## src/rtl/branch_pkg.sv

```systemverilog
// Shared definitions for the branch resolve unit: condition encoding and
// a helper that classifies compare-against-zero branches.
package branch_pkg;

  localparam int COND_W = 3;

  typedef enum logic [COND_W-1:0] {
    COND_BEQ  = 3'd0,
    COND_BNE  = 3'd1,
    COND_BGTZ = 3'd2,
    COND_BLEZ = 3'd3,
    COND_BGEZ = 3'd4,
    COND_BLTZ = 3'd5
  } cond_e;

  // True for the four branches that compare rs against zero (rt ignored).
  function automatic logic cond_is_zero_cmp(input logic [COND_W-1:0] code);
    logic zero_cmp;
    case (cond_e'(code))
      COND_BGTZ, COND_BLEZ, COND_BGEZ, COND_BLTZ: zero_cmp = 1'b1;
      default:                                    zero_cmp = 1'b0;
    endcase
    return zero_cmp;
  endfunction

endpackage

```

## src/rtl/branch_operand_mux.sv

```systemverilog
// Forwarding select for one branch operand. Register $0 is hard-wired to
// zero and never forwarded; EX beats MEM when both stages match.
module branch_operand_mux #(
  parameter int DATA_W    = 32,
  parameter int REG_IDX_W = 5
) (
  input  logic [REG_IDX_W-1:0] idx,
  input  logic [DATA_W-1:0]    reg_data,
  input  logic                 fwd_ex_valid,
  input  logic [REG_IDX_W-1:0] fwd_ex_idx,
  input  logic [DATA_W-1:0]    fwd_ex_data,
  input  logic                 fwd_mem_valid,
  input  logic [REG_IDX_W-1:0] fwd_mem_idx,
  input  logic [DATA_W-1:0]    fwd_mem_data,
  output logic [DATA_W-1:0]    operand
);

  logic [DATA_W-1:0] operand_s;

  // Priority select: $0, then EX, then MEM, then register file.
  always_comb begin
    operand_s = {DATA_W{1'b0}};
    if (idx == {REG_IDX_W{1'b0}}) begin
      operand_s = {DATA_W{1'b0}};
    end else if (fwd_ex_valid && (fwd_ex_idx == idx)) begin
      operand_s = fwd_ex_data;
    end else if (fwd_mem_valid && (fwd_mem_idx == idx)) begin
      operand_s = fwd_mem_data;
    end else begin
      operand_s = reg_data;
    end
  end

  assign operand = operand_s;

endmodule

```

## src/rtl/branch_resolve_unit.sv

```systemverilog
// Branch condition resolver at the ID/EX boundary. Resolves the six MIPS
// compare-branches on forwarded operands and holds the decision in a
// single-entry valid/ready output register with flush support.
// Optional statistics counters: define BRANCH_RESOLVE_STATS_EN.
module branch_resolve_unit
  import branch_pkg::*;
#(
  parameter int DATA_W    = 32,
  parameter int REG_IDX_W = 5,
  parameter int STAT_W    = 16
) (
  input  logic                 clk,
  input  logic                 rst,
  input  logic                 in_valid,
  output logic                 in_ready,
  input  logic [COND_W-1:0]    cond,
  input  logic [REG_IDX_W-1:0] rs_idx,
  input  logic [REG_IDX_W-1:0] rt_idx,
  input  logic [DATA_W-1:0]    rs_data,
  input  logic [DATA_W-1:0]    rt_data,
  input  logic                 fwd_ex_valid,
  input  logic [REG_IDX_W-1:0] fwd_ex_idx,
  input  logic [DATA_W-1:0]    fwd_ex_data,
  input  logic                 fwd_mem_valid,
  input  logic [REG_IDX_W-1:0] fwd_mem_idx,
  input  logic [DATA_W-1:0]    fwd_mem_data,
  input  logic                 flush,
  output logic                 out_valid,
  input  logic                 out_ready,
  output logic                 out_taken,
  output logic                 out_illegal,
  output logic [STAT_W-1:0]    stat_resolved,
  output logic [STAT_W-1:0]    stat_taken
);

  logic [DATA_W-1:0] s_op_s;
  logic [DATA_W-1:0] t_op_s;
  logic [DATA_W-1:0] rhs_s;
  logic              eq_s;
  logic              lt_s;
  logic              taken_s;
  logic              illegal_s;
  logic              accept_s;
  logic              out_valid_r;
  logic              out_taken_r;
  logic              out_illegal_r;

  branch_operand_mux #(.DATA_W(DATA_W), .REG_IDX_W(REG_IDX_W)) u_rs_mux (
    .idx           (rs_idx),
    .reg_data      (rs_data),
    .fwd_ex_valid  (fwd_ex_valid),
    .fwd_ex_idx    (fwd_ex_idx),
    .fwd_ex_data   (fwd_ex_data),
    .fwd_mem_valid (fwd_mem_valid),
    .fwd_mem_idx   (fwd_mem_idx),
    .fwd_mem_data  (fwd_mem_data),
    .operand       (s_op_s)
  );

  branch_operand_mux #(.DATA_W(DATA_W), .REG_IDX_W(REG_IDX_W)) u_rt_mux (
    .idx           (rt_idx),
    .reg_data      (rt_data),
    .fwd_ex_valid  (fwd_ex_valid),
    .fwd_ex_idx    (fwd_ex_idx),
    .fwd_ex_data   (fwd_ex_data),
    .fwd_mem_valid (fwd_mem_valid),
    .fwd_mem_idx   (fwd_mem_idx),
    .fwd_mem_data  (fwd_mem_data),
    .operand       (t_op_s)
  );

  // Single-entry buffer can take a new branch when empty or draining.
  assign in_ready = !out_valid_r || out_ready;
  assign accept_s = in_valid && in_ready;

  // One signed comparator serves all conditions: zero-compares use 0 as rhs.
  always_comb begin
    if (cond_is_zero_cmp(cond)) begin
      rhs_s = {DATA_W{1'b0}};
    end else begin
      rhs_s = t_op_s;
    end
    eq_s      = (s_op_s == rhs_s);
    lt_s      = ($signed(s_op_s) < $signed(rhs_s));
    taken_s   = 1'b0;
    illegal_s = 1'b0;
    case (cond_e'(cond))
      COND_BEQ:  taken_s = eq_s;
      COND_BNE:  taken_s = !eq_s;
      COND_BGTZ: taken_s = !lt_s && !eq_s;
      COND_BLEZ: taken_s = lt_s || eq_s;
      COND_BGEZ: taken_s = !lt_s;
      COND_BLTZ: taken_s = lt_s;
      default:   illegal_s = 1'b1;
    endcase
  end

  // Output register: flush beats accept, accept beats drain, else hold.
  always_ff @(posedge clk) begin
    if (rst) begin
      out_valid_r   <= 1'b0;
      out_taken_r   <= 1'b0;
      out_illegal_r <= 1'b0;
    end else if (flush) begin
      out_valid_r   <= 1'b0;
    end else if (accept_s) begin
      out_valid_r   <= 1'b1;
      out_taken_r   <= taken_s;
      out_illegal_r <= illegal_s;
    end else if (out_ready) begin
      out_valid_r   <= 1'b0;
    end else begin
      out_valid_r   <= out_valid_r;
    end
  end

  assign out_valid   = out_valid_r;
  assign out_taken   = out_taken_r;
  assign out_illegal = out_illegal_r;

`ifdef BRANCH_RESOLVE_STATS_EN
  localparam logic [STAT_W-1:0] STAT_MAX = {STAT_W{1'b1}};
  localparam logic [STAT_W-1:0] STAT_ONE = {{(STAT_W-1){1'b0}}, 1'b1};

  logic              consume_s;
  logic [STAT_W-1:0] stat_resolved_r;
  logic [STAT_W-1:0] stat_taken_r;

  // A result discarded by a same-cycle flush does not count as consumed.
  assign consume_s = out_valid_r && out_ready && !flush;

  // Saturating counters of consumed and consumed-taken results.
  always_ff @(posedge clk) begin
    if (rst) begin
      stat_resolved_r <= {STAT_W{1'b0}};
      stat_taken_r    <= {STAT_W{1'b0}};
    end else if (consume_s) begin
      if (stat_resolved_r != STAT_MAX) begin
        stat_resolved_r <= stat_resolved_r + STAT_ONE;
      end
      if (out_taken_r && (stat_taken_r != STAT_MAX)) begin
        stat_taken_r <= stat_taken_r + STAT_ONE;
      end
    end else begin
      stat_resolved_r <= stat_resolved_r;
      stat_taken_r    <= stat_taken_r;
    end
  end

  assign stat_resolved = stat_resolved_r;
  assign stat_taken    = stat_taken_r;
`else
  assign stat_resolved = {STAT_W{1'b0}};
  assign stat_taken    = {STAT_W{1'b0}};
`endif

endmodule

```

## config.mk

```make
export PLATFORM = sky130hd
export DESIGN_NAME = branch_resolve_unit
export DESIGN_NICKNAME = d
export VERILOG_FILES = /design/src/rtl/branch_pkg.sv /design/src/rtl/branch_operand_mux.sv /design/src/rtl/branch_resolve_unit.sv
export SDC_FILE = /design/constraint.sdc
export NUM_CORES = 1
export LEC_CHECK = 0
export CELL_PAD_IN_SITES_DETAIL_PLACEMENT = 0
export CELL_PAD_IN_SITES_GLOBAL_PLACEMENT = 1
export CORE_MARGIN = 2
export CORE_UTILIZATION = 26
export DETAILED_ROUTE_END_ITERATION = 8
export PLACE_DENSITY = 0.79
export SKIP_CTS_REPAIR_TIMING = 1
export SLEW_MARGIN = 15
export SYNTH_ARGS = -nofsm -noshare
export SYNTH_HDL_FRONTEND = slang
export SYNTH_HIERARCHICAL = 1
export SYNTH_SLANG_ARGS = --single-unit
```

## constraint.sdc

```tcl
create_clock -name clk -period 3.4 [get_ports clk]
set_input_delay 0.51 -clock clk [delete_from_list [all_inputs] [get_ports clk]]
set_output_delay 0.51 -clock clk [all_outputs]
set_load 0.05 [all_outputs]
```

* Word-level counts from Yosys, hierarchy flattened
Index checks and enable logic that the tools add are counted.
** Storage, ports and cells
- Register bits after elaboration :: 3
- Output and inout bits :: 36
** Operators by class
- $lt $le $gt $ge :: 1
- Equal/unequal tests :: 10
- Muxes and demuxes :: 12
- Bitwise operators :: 1
- Reduce and logical (&&, ||, !) cells :: 19
** Operators with widths (count)
- two-way mux 32 bit :: 7
- equality test 32 bit :: 1
- less-than comparator 32 bit :: 1
- equality test 5 bit :: 4
- zero test 5 bit :: 2
- equality test 3 x 2 -> 1 bit, second input constant :: 2
- equality test 3 bit, second input constant :: 2
- logical AND 1 bit :: 6
- case mux 1 bit (6 select lines) :: 1
- OR reduction 6 bit :: 1
- two-way mux 1 bit :: 4
- OR reduction 4 bit :: 1
- equality test 3 x 1 -> 1 bit, second input constant :: 1
- zero test 1 bit :: 3
- zero test 3 bit :: 1
- logical OR 1 bit :: 2
- AND reduction 2 bit :: 1
- nonzero test 2 bit :: 1
- OR reduction 2 bit :: 1
- NOT 1 bit :: 1

* Longest topological paths before layout
- Depth after elaboration :: 10
- Gate-level depth with buffers :: 15
- Gate-level depth less buffers :: 13

* By module
Netlist, hierarchy kept.
** By module, submodules not included
- branch_operand_mux :: instances 2, cells each 196, area each 1253.7 µm², seq. area each 0.0 µm²
- branch_resolve_unit :: instances 1, cells each 189, area each 1425.1 µm², seq. area each 60.1 µm²

* Least setup slack after synthesis
OpenSTA, ideal clock, no wires.
- Path type :: in2reg
- Start point :: input rt_idx[0]
- End point :: register out_taken_r (netlist: out_taken)
- Data arrival time :: 3282 ps
- Required time :: 3249 ps
- Setup slack :: -32 ps
- Cell stages on the path :: 15
- Buffers on the path :: 2
- Path through :: xnor2_1 -> nand4_1 -> clkbuf_1 -> o22a_1 -> a211oi_1 -> nand2_1 -> ha_1 -> buf_6 -> nand4_4 -> nor4_4 -> nand3_1 -> xnor2_1 -> a221o_1 -> o31ai_1 -> a41oi_1
** Between the ends
- Longest elaborated chain between the ends :: 10
- Elaborated cells between the ends (all ways) :: 16
- Those cells by class :: order compare: 1; eq/ne: 3; mux: 5; reduce/logical: 7
** RTL lines
- from (decl) :: RTL line branch_resolve_unit.sv:18 : input logic [REG_IDX_W-1:0] rt_idx,
- equality test 5 bit :: RTL line branch_operand_mux.sv:27 : end else if (fwd_mem_valid && (fwd_mem_idx == idx)) begin
- logical AND 1 bit :: RTL line branch_operand_mux.sv:27
- two-way mux 32 bit :: RTL line branch_operand_mux.sv:27
- two-way mux 32 bit :: RTL line branch_operand_mux.sv:25 : end else if (fwd_ex_valid && (fwd_ex_idx == idx)) begin
- two-way mux 32 bit (*) :: RTL line branch_operand_mux.sv:23 : if (idx == {REG_IDX_W{1'b0}}) begin
- via t_op_s[31] :: RTL line branch_resolve_unit.sv:37 : logic [DATA_W-1:0] t_op_s;
- two-way mux 32 bit (*) :: RTL line branch_resolve_unit.sv:78 : if (cond_is_zero_cmp(cond)) begin
- less-than comparator 32 bit or equality test 32 bit (tied branches) :: RTL line branch_resolve_unit.sv:84, branch_resolve_unit.sv:83
- zero test 1 bit, on equally long branches :: RTL line branch_resolve_unit.sv:90, branch_resolve_unit.sv:92, branch_resolve_unit.sv:89
- logical AND 1 bit :: RTL line branch_resolve_unit.sv:90 : COND_BGTZ: taken_s = !lt_s && !eq_s;
- case mux 1 bit (6 select lines) (*) :: RTL line branch_resolve_unit.sv:87 : case (cond_e'(cond))
- to (signal assigned) :: RTL line branch_resolve_unit.sv:108 : out_taken_r <= taken_s;
- to (decl) :: RTL line branch_resolve_unit.sv:45 : logic out_taken_r;
Mark *: on every way through the listed nets, which the timed path passes. The rest lies on a longest branch.
A chain may end at the register's enable or synchronous reset.

* Worst setup path after layout
- Start point :: input fwd_ex_idx[0]
- End point :: register out_taken_r (netlist: out_taken)
** Between the ends
- Longest elaborated chain between the ends :: 9
- Elaborated cells between the ends (all ways) :: 16
- Those cells by class :: order compare: 1; eq/ne: 3; mux: 6; reduce/logical: 6
** RTL lines
- from (decl) :: RTL line branch_resolve_unit.sv:22 : input logic [REG_IDX_W-1:0] fwd_ex_idx,
- equality test 5 bit (*) :: RTL line branch_operand_mux.sv:25
- logical AND 1 bit (*) :: RTL line branch_operand_mux.sv:25
- two-way mux 32 bit (*) :: RTL line branch_operand_mux.sv:25
- two-way mux 32 bit (*) :: RTL line branch_operand_mux.sv:23
- via t_op_s[23] :: RTL line branch_resolve_unit.sv:37
- two-way mux 32 bit (*) :: RTL line branch_resolve_unit.sv:78
- less-than comparator 32 bit or equality test 32 bit (tied branches) :: RTL line branch_resolve_unit.sv:84, branch_resolve_unit.sv:83
- zero test 1 bit, on equally long branches :: RTL line branch_resolve_unit.sv:90, branch_resolve_unit.sv:92, branch_resolve_unit.sv:89
- logical AND 1 bit :: RTL line branch_resolve_unit.sv:90
- case mux 1 bit (6 select lines) (*) :: RTL line branch_resolve_unit.sv:87
Marks and branches as above.

==> results.cfg <==
[timing]
min_period_ns = 3.656
setup_violations = 1
worstMarginPinSlew_ns = 0.6086
skew_ns = 0.0002872
post-route-period-util_pct = 107.5
clock.fmax_mhz = 273.5
slew_headroom_pct = 59.34
whs_ns = 0.5963
hold_viol = 0
rsz0062_at_grt = true
finalWorstSetupSlack_ns = -0.2558
maxSlewViolCount = 0

[final_layout]
fin_util_pct = 47.65
layout_commonest_cell = clkdlybuf4s50_1
diodes = 0
fin_nets = 982
stdcell_area_mm2 = 0.006978
final_cells = 975
seq_area_um2 = 60.06
synthToLayoutAreaGrowth_pct = 77.44
drive_gt1_share_pct = 26.30
num-fill-cells = 1413
final_cell_mix = clkdlybuf4s50_1 (139), buf_4 (79), nor3_1 (65)
multi_input_area_mm2 = 0.003736

[worst_setup_path]
crit_type = primary input to register
end_kind = register
r2r_start = out_valid
worstPathArrival_ns = 3.72
worstPathRequired_ns = 3.47
r2r_setup_slack_ns = 1.53
reg2reg_depth = 6
worst_setup_path_start_kind = primary input
path_max_fanout = 8
reg2reg_to = out_taken

[floorplanning]
die-width_um = 127.0
die_y_um = 127.0
io_pins = 194
initial_core_util_pct = 26.85
dieArea_mm2 = 0.01613
design.core.area_mm2 = 0.01464
rows = 44

[synth]
synth-warning-count = 6
yosys.area.top_type = ha_1
synth_top_area_share_pct = 10.18
synth_edf_count = 0
ys_ff_latch = 3
synth_area_leaders = ha_1 (10%), nor3_1 (8.3%), o21ai_0 (8.3%)
async_reset_ff_share_pct = 0
syn_area_mm2 = 0.003933
ys_types = 55
synth_ff_type = dfxtp_1
syn_inst = 581
seq_area_frac_synth_pct = 1.527
synth.avg_cell_area_um2 = 6.769

[placement]
gp_congestion = 0.9563
dp.cells = 954
hpwl_um = 15000
place_ws_ns = -0.8743
placed_area_mm2 = 0.006381
numPortBuffers = 161

[worst_hold_path]
min_to = out_taken
hold_class = register to register
whs_path_depth = 4
min_from = out_taken

[grt]
grt.total_usage_pct = 21.32
grt_start_max_net_pins = 29
grt_overflow = 0
grt_pass1_vias = 5279
grt_first_pass_wirelength_um = 27770
antenna_found_initial = 0

[cts]
clock_path_buffers = 2
clockRootBuffer = clkbuf_16
cts_made_buffers = 3
clock_latency_ns = 0.22
cts_tree = built
clkSlewWorstSetupHoldPaths_ns = 0.03
clock_sinks = 3
htreeDepth = 1

[detailed_routing]
antenna_left = 0
wirelength_um = 19620
via_per_inst = 5.723
dr.pass1.iters = 8
vias = 5580
post_drt_wl_per_cell_um = 20.12
route.detailed.drc = 0
first_iter_violations = 532

[power_and_ir_drop]
power.leakage_nw = 2.562
irDropWorstVdd_uv = 140.1
p_per_area_mw_per_mm2 = 188.0

[status]
violations = setup timing
outcome = finished with violations

[job]
cap_violations = 0
-- state kept, by name, summed over array words and instances (netlist names) --
name and count:
out_illegal 1, out_valid 1, out_taken 1
-- Yosys cell counts, types with 3 or more instances --
| cell type | n |
|---|---|
| o21ai_0 | 65 |
| dfxtp_1 | 3 |
| o21ai_1 | 3 |
| nor2_1 | 11 |
| buf_4 | 32 |
| ha_1 | 32 |
| nand2_1 | 43 |
| and4_1 | 3 |
| a311oi_2 | 20 |
| nor3_1 | 65 |
| nor2b_1 | 3 |
| nand3_1 | 41 |
| buf_2 | 14 |
| clkbuf_1 | 49 |
| nand4_1 | 37 |
| inv_1 | 4 |
| o22a_1 | 36 |
| a211oi_1 | 36 |
| a311oi_1 | 9 |
| buf_6 | 3 |
| a21oi_1 | 12 |
| xnor2_1 | 20 |
-- metrics by stage --
step	TNS [ns]	total power, mW
2_1_floorplan	0	0.5754
5_1_grt	-0.4328	1.386
3_5_place_dp	-0.8743	1.034
3_3_place_gp	-0.8060	1.027
6_report	-0.2558	1.312
4_1_cts	-0.6690	1.229
-- worst max-delay path: stages --
cell and delay, ns:
buf_8 0.10, xnor2_2 0.14, nand4_1 0.17, buf_6 0.18
or2_4 0.31, buf_12 0.16, a311oi_2 0.26, nand2_1 0.13
ha_4 0.28, nand4_1 0.18, nor4_4 0.33, nand3_2 0.16
xnor2_2 0.17, a221o_1 0.35, o31ai_2 0.23, a41oi_2 0.05
-- cell families after synthesis --
| group | share of synthesized area (%) |
|---|---|
| DFF | 1.527 |
| buffers and inverters | 14.13 |
| other | 0.09536 |
| and+or+nand+nor | 29.75 |
| AOI/OAI and AO/OA | 38.53 |
| adders and majority gates | 10.18 |
| muxes | 0.5091 |
| xor gates and xnor gates | 5.282 |
-- cell type report --
type | count | share of cell area, %
multi-input combinational | 504 | 53.54
tap | 184 | 3.299
sequential | 3 | 0.8607
inverter | 4 | 0.2152
timing repair buffer | 276 | 40.95
clock buffer | 4 | 1.130
-- worst max-delay path by stage --
stage	from	end	slack, ns	cells after the start
after floorplan	fwd_ex_idx[1]	out_taken	0.02	15
after global placement	rt_idx[3]	out_taken	-0.81	17
after detailed placement	rt_idx[3]	out_taken	-0.87	15
after CTS	rt_idx[3]	out_taken	-0.67	15
after global routing	fwd_ex_idx[0]	out_taken	-0.43	16
final	fwd_ex_idx[0]	out_taken	-0.26	16
-- per-layer routing --
layer / part of all wire (%) / GRT usage [%]
met5: 0 / 0
met4: 3.0 / 6.981
met3: 6.1 / 1.549
met2: 49 / 39.03
met1: 42 / 26.47
-- power breakdown --
part | leakage, nW | switching (mW) | internal, mW | total, mW
Sequential | 0.0246 | 0.000813 | 0.0373 | 0.0381
Clock | 0.0382 | 0.0323 | 0.155 | 0.187
Combinational | 2.50 | 0.560 | 0.527 | 1.09
Total | 2.56 | 0.593 | 0.719 | 1.31
Power figures use the tool's default switching activity.
